$ cat src/rtl/mips_fetch_unit_if.sv
// Fetch-unit bus: instruction-memory req/ack port plus the decode-side valid/ready handshake.
// The fetch unit connects to the master modport; memory and decode connect to the slave modport.
interface mips_fetch_unit_if;
  logic        imem_req;
  logic [31:0] imem_addr;
  logic        imem_ack;
  logic [31:0] imem_rdata;
  logic        instr_valid;
  logic        instr_ready;
  logic [31:0] instr;
  logic [5:0]  opcode;
  logic [31:0] instr_pc;
  logic [31:0] pc_plus4;
  logic        jump;
  logic        br_taken;
  logic        flush;
  logic [31:0] flush_pc;

  modport master (
    output imem_req, imem_addr, instr_valid, instr, opcode, instr_pc, pc_plus4,
    input  imem_ack, imem_rdata, instr_ready, jump, br_taken, flush, flush_pc
  );

  modport slave (
    input  imem_req, imem_addr, instr_valid, instr, opcode, instr_pc, pc_plus4,
    output imem_ack, imem_rdata, instr_ready, jump, br_taken, flush, flush_pc
  );
endinterface

$ cat src/rtl/mips_fetch_unit.sv
// MIPS instruction fetch unit: PC register, req/ack instruction fetch, valid/ready hand-off to decode.
// Optional MIPS_DELAY_SLOT_EN: taken jumps/branches redirect after one delay-slot instruction.
module mips_fetch_unit #(
  parameter logic [31:0] RESET_PC = 32'h0000_0000
) (
  input  logic               clk,
  input  logic               rst_n,
  mips_fetch_unit_if.master  bus
);

  typedef enum logic [1:0] {
    FETCH,
    VALID,
    DISCARD
  } state_t;

  state_t      state_q;
  logic        req_q;
  logic        valid_q;
  logic [31:0] pc_q;
  logic [31:0] addr_q;
  logic [31:0] instr_q;
  logic [31:0] instr_pc_q;
  logic [31:0] pc_plus4_q;
`ifdef MIPS_DELAY_SLOT_EN
  logic        pend_v_q;
  logic [31:0] pend_q;
`endif

  logic        taken;
  logic [31:0] target;
  logic [31:0] next_pc;
  logic [31:0] flush_tgt;
  logic        abandon;

  assign flush_tgt = {bus.flush_pc[31:2], 2'b00};

  // A request is outstanding only when req is actually on the bus and this cycle brings no ack.
  assign abandon = ((state_q == FETCH && req_q) || state_q == DISCARD) && !bus.imem_ack;

  always_comb begin
    taken = bus.jump | bus.br_taken;
    if (bus.jump) begin
      target = {pc_plus4_q[31:28], instr_q[25:0], 2'b00};
    end else begin
      target = pc_plus4_q + {{14{instr_q[15]}}, instr_q[15:0], 2'b00};
    end
`ifdef MIPS_DELAY_SLOT_EN
    next_pc = pend_v_q ? pend_q : pc_plus4_q;
`else
    next_pc = taken ? target : pc_plus4_q;
`endif
  end

  always_ff @(posedge clk or negedge rst_n) begin
    if (!rst_n) begin
      state_q    <= FETCH;
      req_q      <= 1'b0;
      valid_q    <= 1'b0;
      pc_q       <= RESET_PC;
      addr_q     <= RESET_PC;
      instr_q    <= '0;
      instr_pc_q <= '0;
      pc_plus4_q <= '0;
`ifdef MIPS_DELAY_SLOT_EN
      pend_v_q   <= 1'b0;
      pend_q     <= '0;
`endif
    end else if (bus.flush) begin
      pc_q    <= flush_tgt;
      valid_q <= 1'b0;
      req_q   <= 1'b1;
`ifdef MIPS_DELAY_SLOT_EN
      pend_v_q <= 1'b0;
`endif
      // addr_q keeps the abandoned address on the bus until the memory acks it
      if (abandon) begin
        state_q <= DISCARD;
      end else begin
        state_q <= FETCH;
        addr_q  <= flush_tgt;
      end
    end else begin
      case (state_q)
        FETCH: begin
          req_q <= 1'b1;
          if (req_q && bus.imem_ack) begin
            req_q      <= 1'b0;
            valid_q    <= 1'b1;
            instr_q    <= bus.imem_rdata;
            instr_pc_q <= addr_q;
            pc_plus4_q <= addr_q + 32'd4;
            state_q    <= VALID;
          end
        end
        VALID: begin
          if (bus.instr_ready) begin
            valid_q <= 1'b0;
            req_q   <= 1'b1;
            pc_q    <= next_pc;
            addr_q  <= next_pc;
            state_q <= FETCH;
`ifdef MIPS_DELAY_SLOT_EN
            if (pend_v_q) begin
              pend_v_q <= 1'b0;
            end else if (taken) begin
              pend_v_q <= 1'b1;
              pend_q   <= target;
            end
`endif
          end
        end
        DISCARD: begin
          if (bus.imem_ack) begin
            addr_q  <= pc_q;
            state_q <= FETCH;
          end
        end
        default: state_q <= FETCH;
      endcase
    end
  end

  assign bus.imem_req    = req_q;
  assign bus.imem_addr   = addr_q;
  assign bus.instr_valid = valid_q;
  assign bus.instr       = instr_q;
  assign bus.opcode      = instr_q[31:26];
  assign bus.instr_pc    = instr_pc_q;
  assign bus.pc_plus4    = pc_plus4_q;

endmodule

$ cat src/flat_wrapper.sv
// flat-port wrapper written by rule: the top's interface ports become plain ports
module mips_fetch_unit_flat 
#(
  parameter logic [31:0] RESET_PC = 32'h0000_0000
)
  (clk, rst_n, bus_imem_req, bus_imem_addr, bus_instr_valid, bus_instr, bus_opcode, bus_instr_pc, bus_pc_plus4, bus_imem_ack, bus_imem_rdata, bus_instr_ready, bus_jump, bus_br_taken, bus_flush, bus_flush_pc);
  mips_fetch_unit_if bus_i ();
  input  logic clk;
  input  logic rst_n;
  output wire logic [$bits(bus_i.imem_req)-1:0] bus_imem_req;
  output wire logic [$bits(bus_i.imem_addr)-1:0] bus_imem_addr;
  output wire logic [$bits(bus_i.instr_valid)-1:0] bus_instr_valid;
  output wire logic [$bits(bus_i.instr)-1:0] bus_instr;
  output wire logic [$bits(bus_i.opcode)-1:0] bus_opcode;
  output wire logic [$bits(bus_i.instr_pc)-1:0] bus_instr_pc;
  output wire logic [$bits(bus_i.pc_plus4)-1:0] bus_pc_plus4;
  input wire logic [$bits(bus_i.imem_ack)-1:0] bus_imem_ack;
  input wire logic [$bits(bus_i.imem_rdata)-1:0] bus_imem_rdata;
  input wire logic [$bits(bus_i.instr_ready)-1:0] bus_instr_ready;
  input wire logic [$bits(bus_i.jump)-1:0] bus_jump;
  input wire logic [$bits(bus_i.br_taken)-1:0] bus_br_taken;
  input wire logic [$bits(bus_i.flush)-1:0] bus_flush;
  input wire logic [$bits(bus_i.flush_pc)-1:0] bus_flush_pc;
  assign bus_imem_req = bus_i.imem_req;
  assign bus_imem_addr = bus_i.imem_addr;
  assign bus_instr_valid = bus_i.instr_valid;
  assign bus_instr = bus_i.instr;
  assign bus_opcode = bus_i.opcode;
  assign bus_instr_pc = bus_i.instr_pc;
  assign bus_pc_plus4 = bus_i.pc_plus4;
  assign bus_i.imem_ack = bus_imem_ack;
  assign bus_i.imem_rdata = bus_imem_rdata;
  assign bus_i.instr_ready = bus_instr_ready;
  assign bus_i.jump = bus_jump;
  assign bus_i.br_taken = bus_br_taken;
  assign bus_i.flush = bus_flush;
  assign bus_i.flush_pc = bus_flush_pc;
  mips_fetch_unit #(.RESET_PC(RESET_PC)) u_core (.clk(clk), .rst_n(rst_n), .bus(bus_i));
endmodule
$ cat config.mk
export PLATFORM = sky130hd
export DESIGN_NAME = mips_fetch_unit_flat
export DESIGN_NICKNAME = d
export VERILOG_FILES = /design/src/rtl/mips_fetch_unit_if.sv /design/src/rtl/mips_fetch_unit.sv /design/src/flat_wrapper.sv
export SDC_FILE = /design/constraint.sdc
export NUM_CORES = 1
export LEC_CHECK = 0
export CAP_MARGIN = 20
export CORE_UTILIZATION = 55
export CTS_CLUSTER_DIAMETER = 80
export DETAILED_ROUTE_END_ITERATION = 8
export HOLD_SLACK_MARGIN = 0.15
export PLACE_DENSITY = 0.86
export SYNTH_ARGS = -nofsm -noshare
export SYNTH_HDL_FRONTEND = slang
export SYNTH_SLANG_ARGS = --single-unit
$ cat constraint.sdc
create_clock -name clk -period 9.5 [get_ports clk]
set_clock_uncertainty 0.1 [all_clocks]
set_input_delay 1.9 -clock clk [delete_from_list [all_inputs] [get_ports clk]]
set_output_delay 1.9 -clock clk [all_outputs]
set_load 0.02 [all_outputs]
==> results of run 1 <==
logic make-up (layout without fill, tap and decap cells):
family                     count (synthesis)  count (layout)  synth area share [%]
buffers and inverters                     76             258                  3.58
xor gates and xnor gates                  50              50                  4.76
DFF                                      162             162                  44.1
AOI/OAI and AO/OA                        297             297                  19.8
muxes                                     80              80                  9.55
and+or+nand+nor                          296             296                  13.9
adders and majority gates                 31              31                  4.30
where the power goes:
part	switching, mW	internal, mW	total [mW]
clock	0.319	0.347	0.666
sequential	0.268	0.911	1.18
combinational	1.06	0.866	1.93
per-stage QoR:
step	power, mW	util, %	area [sq um]
2_1_floorplan	2.30	-	9190
3_3_place_gp	3.01	70.1	11300
3_5_place_dp	3.06	70.1	11300
4_1_cts	3.75	73.7	11900
5_1_grt	3.97	73.7	11900
6_report	3.77	73.7	11900
worst paths after layout:
check                                  startpoint              endpoint  slack [ps]  cells past startpoint
setup reg to reg           u_core.bus.pc_plus4[2]       u_core.pc_q[24]        5530                     12
min in group asynchronous                   rst_n  u_core.bus.instr[30]        1460                      1
hold reg to reg                    u_core.pc_q[1]        u_core.pc_q[1]         370                      2
hold / removal                     u_core.pc_q[1]        u_core.pc_q[1]         370                      2
max in group asynchronous                   rst_n  u_core.bus.instr[10]        6540                      2
setup / recovery                        bus_flush       u_core.pc_q[24]        4540                      8
flip-flops by register name (all words and copies together), names as in the netlist:
signal                  cells
u_core.bus.imem_addr       32
u_core.bus.imem_req         1
u_core.bus.instr           32
u_core.bus.instr_pc        30
u_core.bus.instr_valid      1
u_core.bus.pc_plus4        32
u_core.pc_q                32
u_core.state_q              2
worst reg2reg max path, stage by stage (launching register included):
cell and delay [ps]:
dfrtp_1 410, ha_1 260, fa_1 450, a211o_1 340, a21oi_1 260, o211ai_1 160
a211oi_1 360, o21ai_1 200, nand3_1 120, nor2_1 60, mux2i_1 110, a2111oi_0 810
nor3_1 160
Yosys cell counts (all sizes together), types with 3 or more instances:
master / number
a211o: 3
a211oi: 13
a21o: 12
a21oi: 87
a221o: 3
a221oi: 5
a22oi: 8
a31oi: 9
a41oi: 4
and3: 12
buf: 22
clkbuf: 42
clkinv: 3
dfrtp: 162
ha: 30
inv: 9
mux2: 62
mux2i: 18
nand2: 139
nand2b: 10
nand3: 22
nand4: 4
nor2: 82
nor2b: 4
nor3: 11
o211ai: 7
o21a: 6
o21ai: 104
o21bai: 5
o22ai: 11
o31ai: 7
or3: 7
xnor2: 31
xor2: 19
per-layer routing:
metal	up-vias	share of wire [%]	wire, um	GRT usage [%]
met2	458	47	13200	51.4
met4	0	2.0	565	10.6
met1	4196	42	11900	46.9
met3	39	8.4	2350	5.36
met5	-	0	0	0
li1	3900	-	-	-
area by class of cell:
cell class	count	area, sq um	area share [%]
Tap cell	216	270	2.28
Multi-Input combinational cell	754	4820	40.6
Timing Repair Buffer	214	2110	17.8
Clock buffer	17	425	3.58
Clock inverter	15	141	1.19
Sequential cell	162	4050	34.2
Inverter	12	45.0	0.379
==> results.yml, run 1 <==
sta:
  fmax_mhz: 202
  min_period_over_period_pct: 52.2
  hold_viol: 0
  setup_ws_ps: 4540
  period_minus_slack_ps: 4960
  relSlewSlack_pct: 36.8
  whs_ps: 370
  worst_slew_pin_slew_ps: 949
  setup_viol: 0
  setup-tns-final_ps: 0
  grt_setup_unrepaired: "false"
  maxSlewViolCount: 0
setup_path:
  crit_chain: "buf_2, buf_4, clkinv_1, buf_4, nand2_1, nand2_1, a2111oi_0, nor3_1"
  worstPathRequired_ps: 9670
  critPathSlowestCell: "a2111oi_0"
  path_delay_family: "simple AND/OR/NAND/NOR gates"
  max_stage_delay_ps: 860
  path_class: "in -> reg"
  crit_buf_inv: 4
  cp-end-kind: "register"
  start_kind: "input port"
  crit_fanout: 58
  critical_path_arrival_ps: 5130
cts:
  worstSkewPairLatency_ps: 430
  htreeDepth: 4
  postCtsHoldBufs: 0
  clkSinkCount: 162
  cts_resized: 0
  clk_pin_slew_ps: 70
  cts_inserted_buffers: 17
  post-cts-setup-buffers: 0
  cts.path.max_buffers: 2
  root_buffer: "clkbuf_16"
  cts_tree: "built"
placed_design:
  globalplace.congestion: 0.899
  dp_hpwl_um: 19600
  place_ws_ps: 4290
  io_buffers: 204
  dp.cells: 1358
synth:
  ys_top_cells_by_area: "dfrtp_1, mux2_2, nand2_1"
  ys_seq_area_share_pct: 44.1
  synthFlopType: "dfrtp_1"
  synth-async-reset-ratio_pct: 100
  yosys.area.top_type: "dfrtp_1"
  ys_seq_elements: 162
  synthCells: 992
  netlist_area_sq_um: 9190
  synth.distinct_cells: 55
  yosysWarnings: 0
  synth_top_area_share_pct: 44.1
  syn-num-nets: 1094
  synth_edf_count: 0
  syn_area_per_cell_sq_um: 9.27
cells_and_area:
  syn_to_final_growth_pct: 29.1
  finalNonFillerCells: 1390
  n_antenna_cell: 0
  layout_common_cells: "clkdlybuf4s50_1, dfrtp_1, nand2_1"
  drive_gt1_share_pct: 10.3
  fillers: 1159
  nNetsFinal: 1263
  final_common_cell: "clkdlybuf4s50_1"
outcome:
  outcome: "finished, final reports clean"
global_routing:
  antenna_found_initial: 0
  grt_pass1_wl_um: 44400
  track_usage_pct: 32.9
  grt_pass1_vias: 8189
  overflow: 0
  grt_start_max_net_pins: 105
floorplan:
  core_area_sq_um: 16100
  die_w_um: 131
  initial_core_util_pct: 57.0
  num_io_pins: 207
  fp.dieH_um: 131
  rows: 46
  die_area_sq_um: 17200
min_path:
  hp-class: "reg -> reg"
detailed_routing:
  vias_per_cell: 6.18
  vias: 8593
  post-route-drc-count: 0
  postRouteAntennaNets: 0
  drt_wl_total_um: 28000
  avgRoutedWirePerCell_um: 20.1
  firstDrtPassIters: 6
  drt_iter0_markers: 1139
power:
  peakVddDrop_uv: 175
  pwr_density_cell_nw_per_um2: 318
  leakagePower_nw: 5.01
job:
  max_cap_violations: 0
(Power assumes the default switching activity.)
==> inputs of run 2 (changes only) <==
Settings changed: CORE_UTILIZATION 55 to 46, PLACE_DENSITY 0.86 to 0.77.
Clock period 9.5 ns to 4.3 ns, I/O delays scaled along.
==> run 2 against run 1 <==
  * Non-clock buffer count up 4
  * Worst setup slack worse by 4000 ps
  * Design area up 1.2%
  * Register-to-register slack worse by 5000 ps
  * Die area up 19%
  * Power up 120%
  * Clock power up 130%
  * Cell count up 3.9%
  * Sequential power up 120%
  * Wire length down 0.74%
  * Flip-flop and latch count unchanged
  * Largest power group unchanged
==> results.yml, run 2 (synthesis results as in run 1) <==
cts:
  cts_inserted_buffers: 17
  htreeDepth: 4
  clkSinkCount: 162
  postCtsHoldBufs: 0
  post-cts-setup-buffers: 0
  clk_pin_slew_ps: 70
  cts_resized: 0
  root_buffer: "clkbuf_16"
  worstSkewPairLatency_ps: 430
  cts.path.max_buffers: 2
  cts_tree: "built"
setup_path:
  reg2reg_depth: 12
  worstPathRequired_ps: 4500
  worstReg2RegStart: "u_core.bus.pc_plus4[2]"
  path_class: "reg -> reg"
  ff2ff_setup_slack_ps: 520
  rr_endpoint: "u_core.pc_q[30]"
  cp-end-kind: "register"
  critical_path_arrival_ps: 3980
  start_kind: "register"
  crit_fanout: 4
detailed_routing:
  vias_per_cell: 5.71
  post-route-drc-count: 0
  avgRoutedWirePerCell_um: 19.2
  drt_wl_total_um: 27800
  vias: 8249
  drt_iter0_markers: 894
  firstDrtPassIters: 6
  postRouteAntennaNets: 0
floorplan:
  core_area_sq_um: 19500
  num_io_pins: 207
  rows: 51
  die_w_um: 143
  die_area_sq_um: 20600
  fp.dieH_um: 143
  initial_core_util_pct: 47.1
placed_design:
  dp_hpwl_um: 20200
  globalplace.congestion: 0.880
  io_buffers: 204
  dpl-instance-area_sq_um: 11400
cells_and_area:
  layout_common_cells: "clkdlybuf4s50_1, dfrtp_1, nand2_1"
  postLayoutCellArea_sq_um: 12000
  drive_gt1_share_pct: 10.6
  nNetsFinal: 1267
  syn_to_final_growth_pct: 30.7
  final_common_cell: "clkdlybuf4s50_1"
sta:
  setup-tns-final_ps: 0
  period_minus_slack_ps: 3780
  fmax_mhz: 265
  grt_setup_unrepaired: "false"
  min_period_over_period_pct: 87.9
  worst_slew_pin_slew_ps: 908
  relSlewSlack_pct: 39.5
  setup_viol: 0
  hold_viol: 0
  maxSlewViolCount: 0
global_routing:
  grt_start_max_net_pins: 98
  overflow: 0
  grt_pass1_wl_um: 42700
  track_usage_pct: 27.6
  antenna_found_initial: 0
  grt_pass1_vias: 7485
power:
  p_total_mw: 8.36
  peakVddDrop_uv: 365
  pwr_density_cell_nw_per_um2: 696
  leakagePower_nw: 5.06
min_path:
  whs_path_depth: 2
  worstHoldStart: "u_core.pc_q[0]"
  hp-class: "reg -> reg"
  min_to: "u_core.pc_q[0]"
outcome:
  outcome: "finished, final reports clean"
job:
  max_cap_violations: 0
run 2: cell count changes in the layout (fill, tap and decap cells not counted):
| cell | delta |
|---|---|
| buf_12 | +2 |
| buf_4 | +2 |
| clkbuf_8 | +2 |
| bufinv_16 | +1 |
| clkinv_2 | -1 |
| clkinv_4 | +1 |
| clkinv_8 | -1 |
| clkinvlp_4 | -1 |
| diode_2 | +1 |
| inv_8 | -1 |
run 2: metal layers:
metal	wire length (um)	global-route usage [%]
met5	0	0
met4	578	8.62
met3	1810	3.87
met2	12900	41.8
met1	12500	40.7
run 2: layout make-up:
class / instances / area (sq um)
fill: 1641 / 7510
sequential: 162 / 4050
timing repair buffer: 218 / 2170
antenna: 1 / 2.50
clock inverter: 13 / 140
multi-input combinational: 754 / 4820
tap: 265 / 332
inverter: 12 / 45.0
clock buffer: 19 / 453
run 2: where the power goes:
group	internal (mW)	switching, mW	leakage (nW)
sequential	2.01	0.582	1.96
combinational	1.92	2.30	2.81
clock	0.851	0.695	0.287
total	4.78	3.58	5.06
run 2: critical path, cell delays in order, from the launching register on:
cell	delay (ps)
dfrtp_1	420
ha_1	250
fa_1	430
a211o_1	330
a21oi_1	270
o21bai_1	150
a41oi_1	360
o21ai_0	280
a41oi_1	300
xor2_1	240
nor2_1	70
a21oi_1	300
o21ai_0	140
run 2: worst max path at each step:
stage | slack [ps] | to | depth (start not counted) | from
after floorplan | 1020 | u_core.pc_q[24] | 12 | u_core.bus.pc_plus4[2]
after global placement | 640 | u_core.pc_q[30] | 12 | u_core.bus.pc_plus4[2]
after detailed placement | 610 | u_core.pc_q[30] | 12 | u_core.bus.pc_plus4[2]
after CTS | 570 | u_core.pc_q[30] | 12 | u_core.bus.pc_plus4[2]
after global routing | 370 | u_core.pc_q[30] | 12 | u_core.bus.pc_plus4[2]
final | 520 | u_core.pc_q[30] | 12 | u_core.bus.pc_plus4[2]
run 2: through the flow:
step	util, %	std cells	hold slack [ps]	worst slack [ps]
detailed placement	58.5	1411	360	608
global placement	58.5	1411	351	638
floorplan	-	992	339	1020
global route	61.5	1443	409	369
CTS	61.5	1443	377	574
finish	61.5	1444	380	520
==> inputs of run 3 (changes only) <==
Settings changed: CELL_PAD_IN_SITES_DETAIL_PLACEMENT set to 1, CELL_PAD_IN_SITES_GLOBAL_PLACEMENT set to 2, CORE_UTILIZATION 46 to 28.
==> run 3 against run 2 <==
  * Largest cell class unchanged
  * Fmax rose by 1.0%
  * Design area is 2.1% higher
  * Sequential share of layout area down 0.68 points
  * Sequential power is essentially flat
  * Power grew 2.3%
  * Count of clock-buffer cells in the layout did not move
  * Worst setup slack improved by 38 ps
  * Register-to-register slack better by 40 ps
  * Flip-flop and latch count is the same
  * Core utilization down 23 points
  * Non-clock buffer count is 6 higher
==> results.yml, run 3 (synthesis results as in run 1) <==
sta:
  worst_slew_pin_slew_ps: 878
  whs_ps: 383
  min_period_over_period_pct: 87.0
  setup_viol: 0
  grt_setup_unrepaired: "false"
  maxSlewViolCount: 0
  setup_ws_ps: 558
  period_minus_slack_ps: 3740
  setup-tns-final_ps: 0
  fmax_mhz: 267
  relSlewSlack_pct: 41.5
  hold_viol: 0
floorplan:
  rows: 65
  die_w_um: 183
  fp.dieH_um: 183
  num_io_pins: 207
  core_area_sq_um: 32000
  initial_core_util_pct: 28.8
  die_area_sq_um: 33600
cts:
  post-cts-setup-buffers: 0
  htreeDepth: 4
  clk_pin_slew_ps: 60
  worstSkewPairLatency_ps: 440
  postCtsHoldBufs: 0
  cts_tree: "built"
  cts_inserted_buffers: 17
  cts_resized: 0
  root_buffer: "clkbuf_16"
  clkSinkCount: 162
  cts.path.max_buffers: 2
cells_and_area:
  drive_gt1_share_pct: 11.1
  final_core_util_pct: 38.4
  syn_to_final_growth_pct: 33.4
  nNetsFinal: 1273
  n_antenna_cell: 0
  final_common_cell: "clkdlybuf4s50_1"
  layout_common_cells: "clkdlybuf4s50_1, dfrtp_1, nand2_1"
detailed_routing:
  drt_iter0_markers: 496
  vias: 8148
  post-route-drc-count: 0
  postRouteAntennaNets: 0
  avgRoutedWirePerCell_um: 20.3
  vias_per_cell: 5.03
  drt_wl_total_um: 32800
  firstDrtPassIters: 5
placed_design:
  globalplace.congestion: 0.826
  dp_hpwl_um: 24500
  io_buffers: 204
  place_ws_ps: 562
global_routing:
  track_usage_pct: 20.0
  overflow: 0
  antenna_found_initial: 0
  grt_pass1_vias: 8191
  grt_pass1_wl_um: 50500
  grt_start_max_net_pins: 90
setup_path:
  worstPathRequired_ps: 4500
  crit_chain: "ha_1, fa_1, a211o_1, a21oi_1, o21bai_1, a41oi_1, o21ai_0, a21oi_1, xor2_1, a21oi_1, nor2_1, a21oi_1"
  critPathSlowestCell: "fa_1"
  critical_path_arrival_ps: 3940
  cp-end-kind: "register"
  max_stage_delay_ps: 430
  start_kind: "register"
  crit_buf_inv: 0
  crit_fanout: 4
  cpMostUsedCell: "a21oi_1"
  path_class: "reg -> reg"
  path_delay_family: "compound AO/OA/AOI/OAI gates"
job:
  max_cap_violations: 0
power:
  pwr_density_cell_nw_per_um2: 698
  p_switching_mw: 3.67
  clkPwrFrac_pct: 18.9
  seq_power_share_pct: 30.7
  combPwrFrac_pct: 50.4
  swShare_pct: 42.9
  intPower_mw: 4.89
  leakagePower_nw: 5.09
  peakVddDrop_uv: 329
min_path:
  hp-class: "reg -> reg"
outcome:
  outcome: "finished, final reports clean"
-- run 3: power by group through the flow --
stage | sequential [mW] | combinational [mW] | clock (mW)
after floorplan | 2.96 | 2.11 | 0
after CTS | 2.63 | 4.33 | 1.65
after detailed placement | 2.65 | 4.31 | 0
after global routing | 2.70 | 4.67 | 1.71
final | 2.63 | 4.31 | 1.62
after global placement | 2.63 | 4.25 | 0
-- run 3: final timing paths --
kind	startpoint	end	slack (ps)	cells after the start
min in group asynchronous	rst_n	u_core.bus.instr[28]	420	1
setup / recovery	u_core.bus.pc_plus4[2]	u_core.bus.imem_addr[26]	560	12
hold reg to reg	u_core.pc_q[0]	u_core.pc_q[0]	380	2
hold / removal	u_core.pc_q[0]	u_core.pc_q[0]	380	2
setup reg to reg	u_core.bus.pc_plus4[2]	u_core.bus.imem_addr[26]	560	12
max in group asynchronous	rst_n	u_core.bus.instr_pc[25]	2750	2
-- run 3: metrics by stage --
stage / total power [mW] / cell area, sq um / std cells
2_1_floorplan: 5.08 / 9190 / 992
5_1_grt: 9.09 / 12300 / 1619
4_1_cts: 8.61 / 12300 / 1619
3_3_place_gp: 6.88 / 11600 / 1586
3_5_place_dp: 6.97 / 11700 / 1587
6_report: 8.56 / 12300 / 1619
-- run 3: layer usage --
| layer | vias to the layer above | global-route usage (%) | wire length [um] |
|---|---|---|---|
| met5 | - | 0 | 0 |
| met4 | 0 | 4.73 | 412 |
| met3 | 25 | 3.08 | 1120 |
| met2 | 136 | 31.1 | 15000 |
| met1 | 4094 | 28.8 | 16300 |
| li1 | 3893 | - | - |
-- run 3: layout make-up --
cell class / instances / area, sq um
fillers: 3619 / 19700
multi-input cells: 754 / 4820
flip-flops and latches: 162 / 4050
repair buffers: 224 / 2190
well taps: 435 / 544
clock buffers: 19 / 453
clock inverters: 13 / 156
inverters: 12 / 45.0
-- run 3: worst min-delay path, cell delays in order, from the launching register on --
cell and delay [ps]:
dfrtp_1 350, nand2_1 50, nand2_1 50
